$ cat config.mk
export PLATFORM = sky130hd
export DESIGN_NAME = stopwatch_core
export DESIGN_NICKNAME = d
export VERILOG_FILES = /design/src/rtl/stopwatch_core.sv
export SDC_FILE = /design/constraint.sdc
export NUM_CORES = 1
export LEC_CHECK = 0
export BUFFER_PORTS_ARGS = -buffer_cell sky130_fd_sc_hd__buf_2
export CORE_MARGIN = 3
export CORE_UTILIZATION = 40
export CTS_BUF_LIST = sky130_fd_sc_hd__clkbuf_8 sky130_fd_sc_hd__clkbuf_16
export DETAILED_ROUTE_END_ITERATION = 8
export PLACE_DENSITY_LB_ADDON = 0.2
export SLEW_MARGIN = 40
export SYNTH_ARGS = -nofsm -noshare
export SYNTH_HDL_FRONTEND = slang
export SYNTH_SLANG_ARGS = --single-unit
$ cat constraint.sdc
create_clock -name clk_100mhz -period 3.03 [get_ports clk_100mhz]
set_input_delay 0.1515 -clock clk_100mhz [delete_from_list [all_inputs] [get_ports clk_100mhz]]
set_output_delay 0.1515 -clock clk_100mhz [all_outputs]
set_load 0.02 [all_outputs]
$ cat src/rtl/stopwatch_core.sv
// stopwatch_core -- BCD mm:ss stopwatch with pause and per-field adjust.
//
// Counts on tick_1hz, adjusts the selected field and toggles the blink
// qualifier on tick_2hz, and toggles pause on pause_btn. All outputs are
// registered and update on the clk_100mhz edge where their cause is sampled.
//
// Parameters:
//   MAX_MIN      highest minutes value before wrapping to 00 (1..99)
//
// Ports:
//   clk_100mhz   in   system clock
//   rst          in   synchronous active-high reset
//   tick_1hz     in   count enable, one event per high cycle
//   tick_2hz     in   adjust/blink enable, one event per high cycle
//   pause_btn    in   debounced single-cycle pulse, toggles pause
//   adj          in   level, 1 = adjust mode
//   sel          in   level, 0 = adjust minutes, 1 = adjust seconds
//   min_tens, min_ones, sec_tens, sec_ones  out  BCD digits
//   paused       out  pause flag
//   blink_on     out  0 = blank the digits of the selected field
//   rollover     out  one-cycle pulse on the RUN wrap MAX_MIN:59 -> 00:00
//
// Optional feature: define STOPWATCH_ROLLOVER_EN to build the rollover pulse;
// otherwise rollover is tied to 0.

module stopwatch_core #(
    parameter int unsigned MAX_MIN = 59
) (
    input  logic       clk_100mhz,
    input  logic       rst,
    input  logic       tick_1hz,
    input  logic       tick_2hz,
    input  logic       pause_btn,
    input  logic       adj,
    input  logic       sel,
    output logic [3:0] min_tens,
    output logic [3:0] min_ones,
    output logic [3:0] sec_tens,
    output logic [3:0] sec_ones,
    output logic       paused,
    output logic       blink_on,
    output logic       rollover
);

    localparam logic [3:0] MAX_MIN_TENS = 4'(MAX_MIN / 10);
    localparam logic [3:0] MAX_MIN_ONES = 4'(MAX_MIN % 10);

    typedef enum logic [1:0] {
        MODE_RUN,
        MODE_PAUSE,
        MODE_ADJUST
    } mode_t;

    mode_t mode;

    logic       sec_at_max;
    logic       min_at_max;
    logic [3:0] sec_tens_inc;
    logic [3:0] sec_ones_inc;
    logic [3:0] min_tens_inc;
    logic [3:0] min_ones_inc;

    // Mode follows the live adj input, so an adj change applies on the same
    // edge as any tick; paused is the pre-toggle value.
    always_comb begin
        if (adj) begin
            mode = MODE_ADJUST;
        end else if (paused) begin
            mode = MODE_PAUSE;
        end else begin
            mode = MODE_RUN;
        end
    end

    // Wrapping BCD increments of each field; no carry between fields here,
    // the RUN branch chains them using sec_at_max.
    always_comb begin
        sec_at_max = (sec_tens == 4'd5) && (sec_ones == 4'd9);
        if (sec_ones == 4'd9) begin
            sec_ones_inc = '0;
            sec_tens_inc = sec_at_max ? '0 : sec_tens + 4'd1;
        end else begin
            sec_ones_inc = sec_ones + 4'd1;
            sec_tens_inc = sec_tens;
        end

        min_at_max = (min_tens == MAX_MIN_TENS) && (min_ones == MAX_MIN_ONES);
        if (min_at_max) begin
            min_ones_inc = '0;
            min_tens_inc = '0;
        end else if (min_ones == 4'd9) begin
            min_ones_inc = '0;
            min_tens_inc = min_tens + 4'd1;
        end else begin
            min_ones_inc = min_ones + 4'd1;
            min_tens_inc = min_tens;
        end
    end

    always_ff @(posedge clk_100mhz) begin
        if (rst) begin
            min_tens <= '0;
            min_ones <= '0;
            sec_tens <= '0;
            sec_ones <= '0;
            paused   <= 1'b0;
            blink_on <= 1'b1;
        end else begin
            if (pause_btn) begin
                paused <= ~paused;
            end

            case (mode)
                MODE_ADJUST: begin
                    if (tick_2hz) begin
                        blink_on <= ~blink_on;
                        if (sel) begin
                            sec_tens <= sec_tens_inc;
                            sec_ones <= sec_ones_inc;
                        end else begin
                            min_tens <= min_tens_inc;
                            min_ones <= min_ones_inc;
                        end
                    end
                end
                MODE_RUN: begin
                    blink_on <= 1'b1;
                    if (tick_1hz) begin
                        sec_tens <= sec_tens_inc;
                        sec_ones <= sec_ones_inc;
                        if (sec_at_max) begin
                            min_tens <= min_tens_inc;
                            min_ones <= min_ones_inc;
                        end
                    end
                end
                default: begin
                    blink_on <= 1'b1;
                end
            endcase
        end
    end

`ifdef STOPWATCH_ROLLOVER_EN
    always_ff @(posedge clk_100mhz) begin
        if (rst) begin
            rollover <= 1'b0;
        end else begin
            rollover <= (mode == MODE_RUN) && tick_1hz && sec_at_max && min_at_max;
        end
    end
`else
    assign rollover = 1'b0;
`endif

endmodule

# Word level (Yosys, flattened, before mapping)

Index checks and enable logic that the tools add are counted.
Widths: inputs -> output; s select.

Memories: 0
RAM bits: 0
Input port bits: 7
Output and inout bits: 19
Logic and storage cells: 57
ROM bits: 0
Flip-flop bits (word level): 18
Bits in latches: 0

Div/mod/pow operators: 0
Multipliers: 0
Bitwise logic cells: 3
Shift-type cells: 0
$lt $le $gt $ge: 0
Equality and inequality tests: 10
Reduce and logical (&&, ||, !) cells: 7
Add/subtract/negate cells: 4
Multiplexer cells: 27

Operators by type and width:

| cell                | count |
|---|---|
| $mux 4              | 21 |
| $pmux 4 s2          | 4 |
| $add 4x1->4 const B | 4 |
| $ne 2x2->1 const B  | 5 |
| $eq 4x3->1 const B  | 2 |
| $eq 4x4->1 const B  | 2 |
| $reduce_and 5->1    | 1 |
| $reduce_and 4->1    | 1 |
| $not 1->1           | 3 |
| $eq 2x2->1 const B  | 1 |
| $logic_and 1x1->1   | 2 |
| $logic_not 2->1     | 1 |
| $mux 2              | 1 |
| $reduce_bool 2->1   | 1 |
| $reduce_or 2->1     | 1 |
| $mux 1              | 1 |

# Logic depth before layout (Yosys ltp)

Depth in word-level cells: 7
Gate-level depth with buffers: 7
Mapped depth without buffers: 6

# Least setup slack after synthesis

No wires, ideal clock.

Kind: register to register
From: reg sec_tens[0]
To: reg min_ones[0]
Setup slack: 1.166 ns
Setup time: 0.070 ns
Arrival time: 1.793 ns
Data required time: 2.960 ns
Clock period less this slack: 1.864 ns
Cell stages (with the launch flop): 7
Buffers on the path: 1
Path through: dfxtp_1 > ha_1 > and3b_1 > a311oi_1 > buf_2 > or4_1 > a21oi_1

Longest elaborated chain between the ends: 4

RTL lines:

| what                              | RTL line | RTL |
|---|---|---|
| start, declared                   | 38       | `output logic [3:0] sec_tens,` |
| start signal, assigned            | 118      | `sec_tens <= sec_tens_inc;` |
| start signal, assigned            | 129      | `sec_tens <= sec_tens_inc;` |
| $eq 4x3->1                        | 78       | `sec_at_max = (sec_tens == 4'd5) && (sec_ones == 4'd9);` |
| $logic_and 1x1->1                 | 78       |  |
| $ne 2x2->1 (no source line)       | n/a      |  |
| $reduce_and 5->1 (no source line) | n/a      |  |
| end signal, assigned              | 122      | `min_ones <= min_ones_inc;` |
| end signal, assigned              | 133      | `min_ones <= min_ones_inc;` |
| end, declared                     | 37       | `output logic [3:0] min_ones,` |

No other way between the ends.
A chain may end at the register's enable or synchronous reset.

# Worst setup path after layout

From: reg sec_tens[0]
To: reg min_ones[3]

Same word-level chain as after synthesis.

==> run metrics <==
final worst path period need=1.87 ns; Post-CTS Setup Bufs=0; final instance area=1220 sq um; Slowest Stage Delay on Critical Path=0.52 ns; # IOs=26; ant diodes=0; PwrDens=415 nW/um^2; Switch Pwr=126 uW; final net count=155; final wirelength=2180 microns; Area after DPL=1160 sq um; Net Sw Frac=0.249; # setup viols final=0; Crit. End Element=flop; Clk Latency, worst-skew pair=0.25 ns; Vias=935; Yosys reg bits=18; clock tree sinks=18; H-tree Lvls=1; Comb power frac=0.114; Storage cell area=360 sq um; CP cell instances=ha_1 -> and3b_1 -> a311oi_1 -> buf_4 -> or4_1 -> a31oi_1; post-DR wirelength/cell=12.9 microns; area share of the largest cell type after synthesis=0.351; Seq/Total Area, Yosys=0.351; slowest cell on the critical path=or4_1; Iteration-0 DRC Markers=21; Root Buffer=clkbuf_8; VDD IR max=355 uV; CP max FO=13; Vias per Instance=5.53; Synthesized Nets=130; setup TNS=0 ns; port buffer count=24; status=finished, final reports clean; Worst setup SP type=flop; ys flop type=dfxtp_1; Netlist cell types=41; EDFF count, synth=0; Reg power frac=0.497; die area=3210 sq um; endpoints failing hold=0; layout cells sized above 1=0.262; number of global-route vias before repair=815; placer congestion estimate=0.720; CTS Buf Count=3; LEAKAGE=0.000492 uW; Area growth syn-to-layout=18.9%; core area=2320 sq um; yosys warns=0; Antenna Nets Post-Route=0; Crit Path Category=reg -> reg; Critical Path RT=3.22 ns; Post-CTS Hold Fix Bufs=0; fmax=535 MHz; max-capacitance violation count=0; clock network power share=0.389; largest area contributor in the netlist=dfxtp_1; synth top area cells=dfxtp_1 35%, ha_1 7.3%, a21oi_1 4.9%; Mean Syn Cell Area=8.77 sq um; CTS Buffer Depth=2; Die Wd=56.6 microns; Die H=56.6 microns; All-Layer GR Usage=0.141; final worst path period share=0.616; number of core rows=17; Slew Limit Fails=0; internal power=380 uW; gr ovfl total=0; Post-synth ARST share=0; most common cell in the netlist=dfxtp_1; largest net degree at the start of global routing=19; Clock transition at path regs=0.07 ns; Gates resized, CTS repair=0; Critical Path AT=2.05 ns; initial antenna violation count=0; synthesized netlist cell count=117; RSZ-0062 raised after global routing=no; netlist area before placement=1030 sq um; fillers=224; initial core utilization=0.443; footprint of the multi-input gates=612 sq um; first-pass GRT wire length=3630 microns; CTS tree=built; most frequent cells after synthesis=18 x dfxtp_1, 10 x a21oi_1, 9 x nor2_1; hpwl dp=1610 microns; drc violations=0; length of the first detailed-routing pass in iterations=4; clk_skew=0.00335 ns; Hold Path Class=in -> reg
## critical path, delay by kind of cell (launching register included)
family	cells	cell delay (ns)
AO/OA/AOI/OAI	2	0.27
buffers and inverters	1	0.18
adder cells (fa/ha/maj)	1	0.18
flip-flops	1	0.41
AND/OR/NAND/NOR	2	0.75
## metrics by stage
| step | cells | utilization | power (uW) | hold WS (ns) | worst slack (ns) |
|---|---|---|---|---|---|
| floorplan | 117 | - | 297 | 0.223 | 1.17 |
| global placement | 165 | 0.502 | 315 | 0.398 | 1.24 |
| detailed placement | 165 | 0.502 | 315 | 0.398 | 1.16 |
| CTS | 169 | 0.526 | 513 | 0.133 | 1.14 |
| global route | 169 | 0.526 | 528 | 0.144 | 1.01 |
| finish | 169 | 0.526 | 506 | 0.134 | 1.16 |
## cells in the final DEF (no fill, tap or decap), types with 2 or more instances in the layout
cell type  count
or3_1          2
clkbuf_8       4
xnor2_1        3
nand2_1        4
nor3_1         3
ha_1           6
o21ai_0        6
and2b_1        2
nor2_1         9
o31ai_1        3
a21oi_1       10
buf_2         24
or3_2          2
and3b_1        3
mux2i_1        2
dfxtp_1       18
nand3_1        5
or4_1          5
inv_1          8
## routing by layer
| metal | GRT usage | vias to the layer above | part of all wire |
|---|---|---|---|
| li1 | - | 474 | - |
| met1 | 0.181 | 436 | 0.48 |
| met2 | 0.223 | 20 | 0.46 |
| met3 | 0.0276 | 5 | 0.040 |
| met4 | 0.0712 | 0 | 0.019 |
| met5 | 0 | - | 0 |
## cells by family after synthesis
kind of cell | count (synthesis) | synth area share
adders and majority gates | 6 | 0.0732
muxes | 2 | 0.0195
DFF | 18 | 0.351
AOI/OAI and AO/OA | 30 | 0.211
other | 1 | 0.00366
and+or+nand+nor | 44 | 0.263
xor gates and xnor gates | 3 | 0.0256
buffers and inverters | 13 | 0.0524
## power groups by stage
stage	Sequential, uW	Clock (uW)	Combinational (uW)
global placement	257	0	57.7
finish	252	197	57.6
CTS	252	203	58.2
global route	252	212	63.9
floorplan	263	0	34.1
detailed placement	257	0	57.8
## layout make-up
| cell class | count | area share |
|---|---|---|
| Clock buffer | 4 | 0.0451 |
| Timing Repair Buffer | 25 | 0.105 |
| Sequential cell | 18 | 0.295 |
| Tap cell | 28 | 0.0287 |
| Multi-Input combinational cell | 86 | 0.502 |
| Inverter | 8 | 0.0246 |
## worst paths after layout
kind	startpoint	endpoint	slack, ns	cells past startpoint
setup / recovery	sec_tens[0]	min_ones[3]	1.16	6
hold / removal	pause_btn	paused	0.13	3
setup reg to reg	sec_tens[0]	min_ones[3]	1.16	6
hold reg to reg	min_tens[3]	min_tens[3]	0.50	2
## state kept, by name, indices dropped and copies added, names as in the netlist
register	cells
min_tens	4
sec_tens	4
min_ones	4
blink_on	1
paused	1
sec_ones	4
Power figures use the tool's default switching activity.
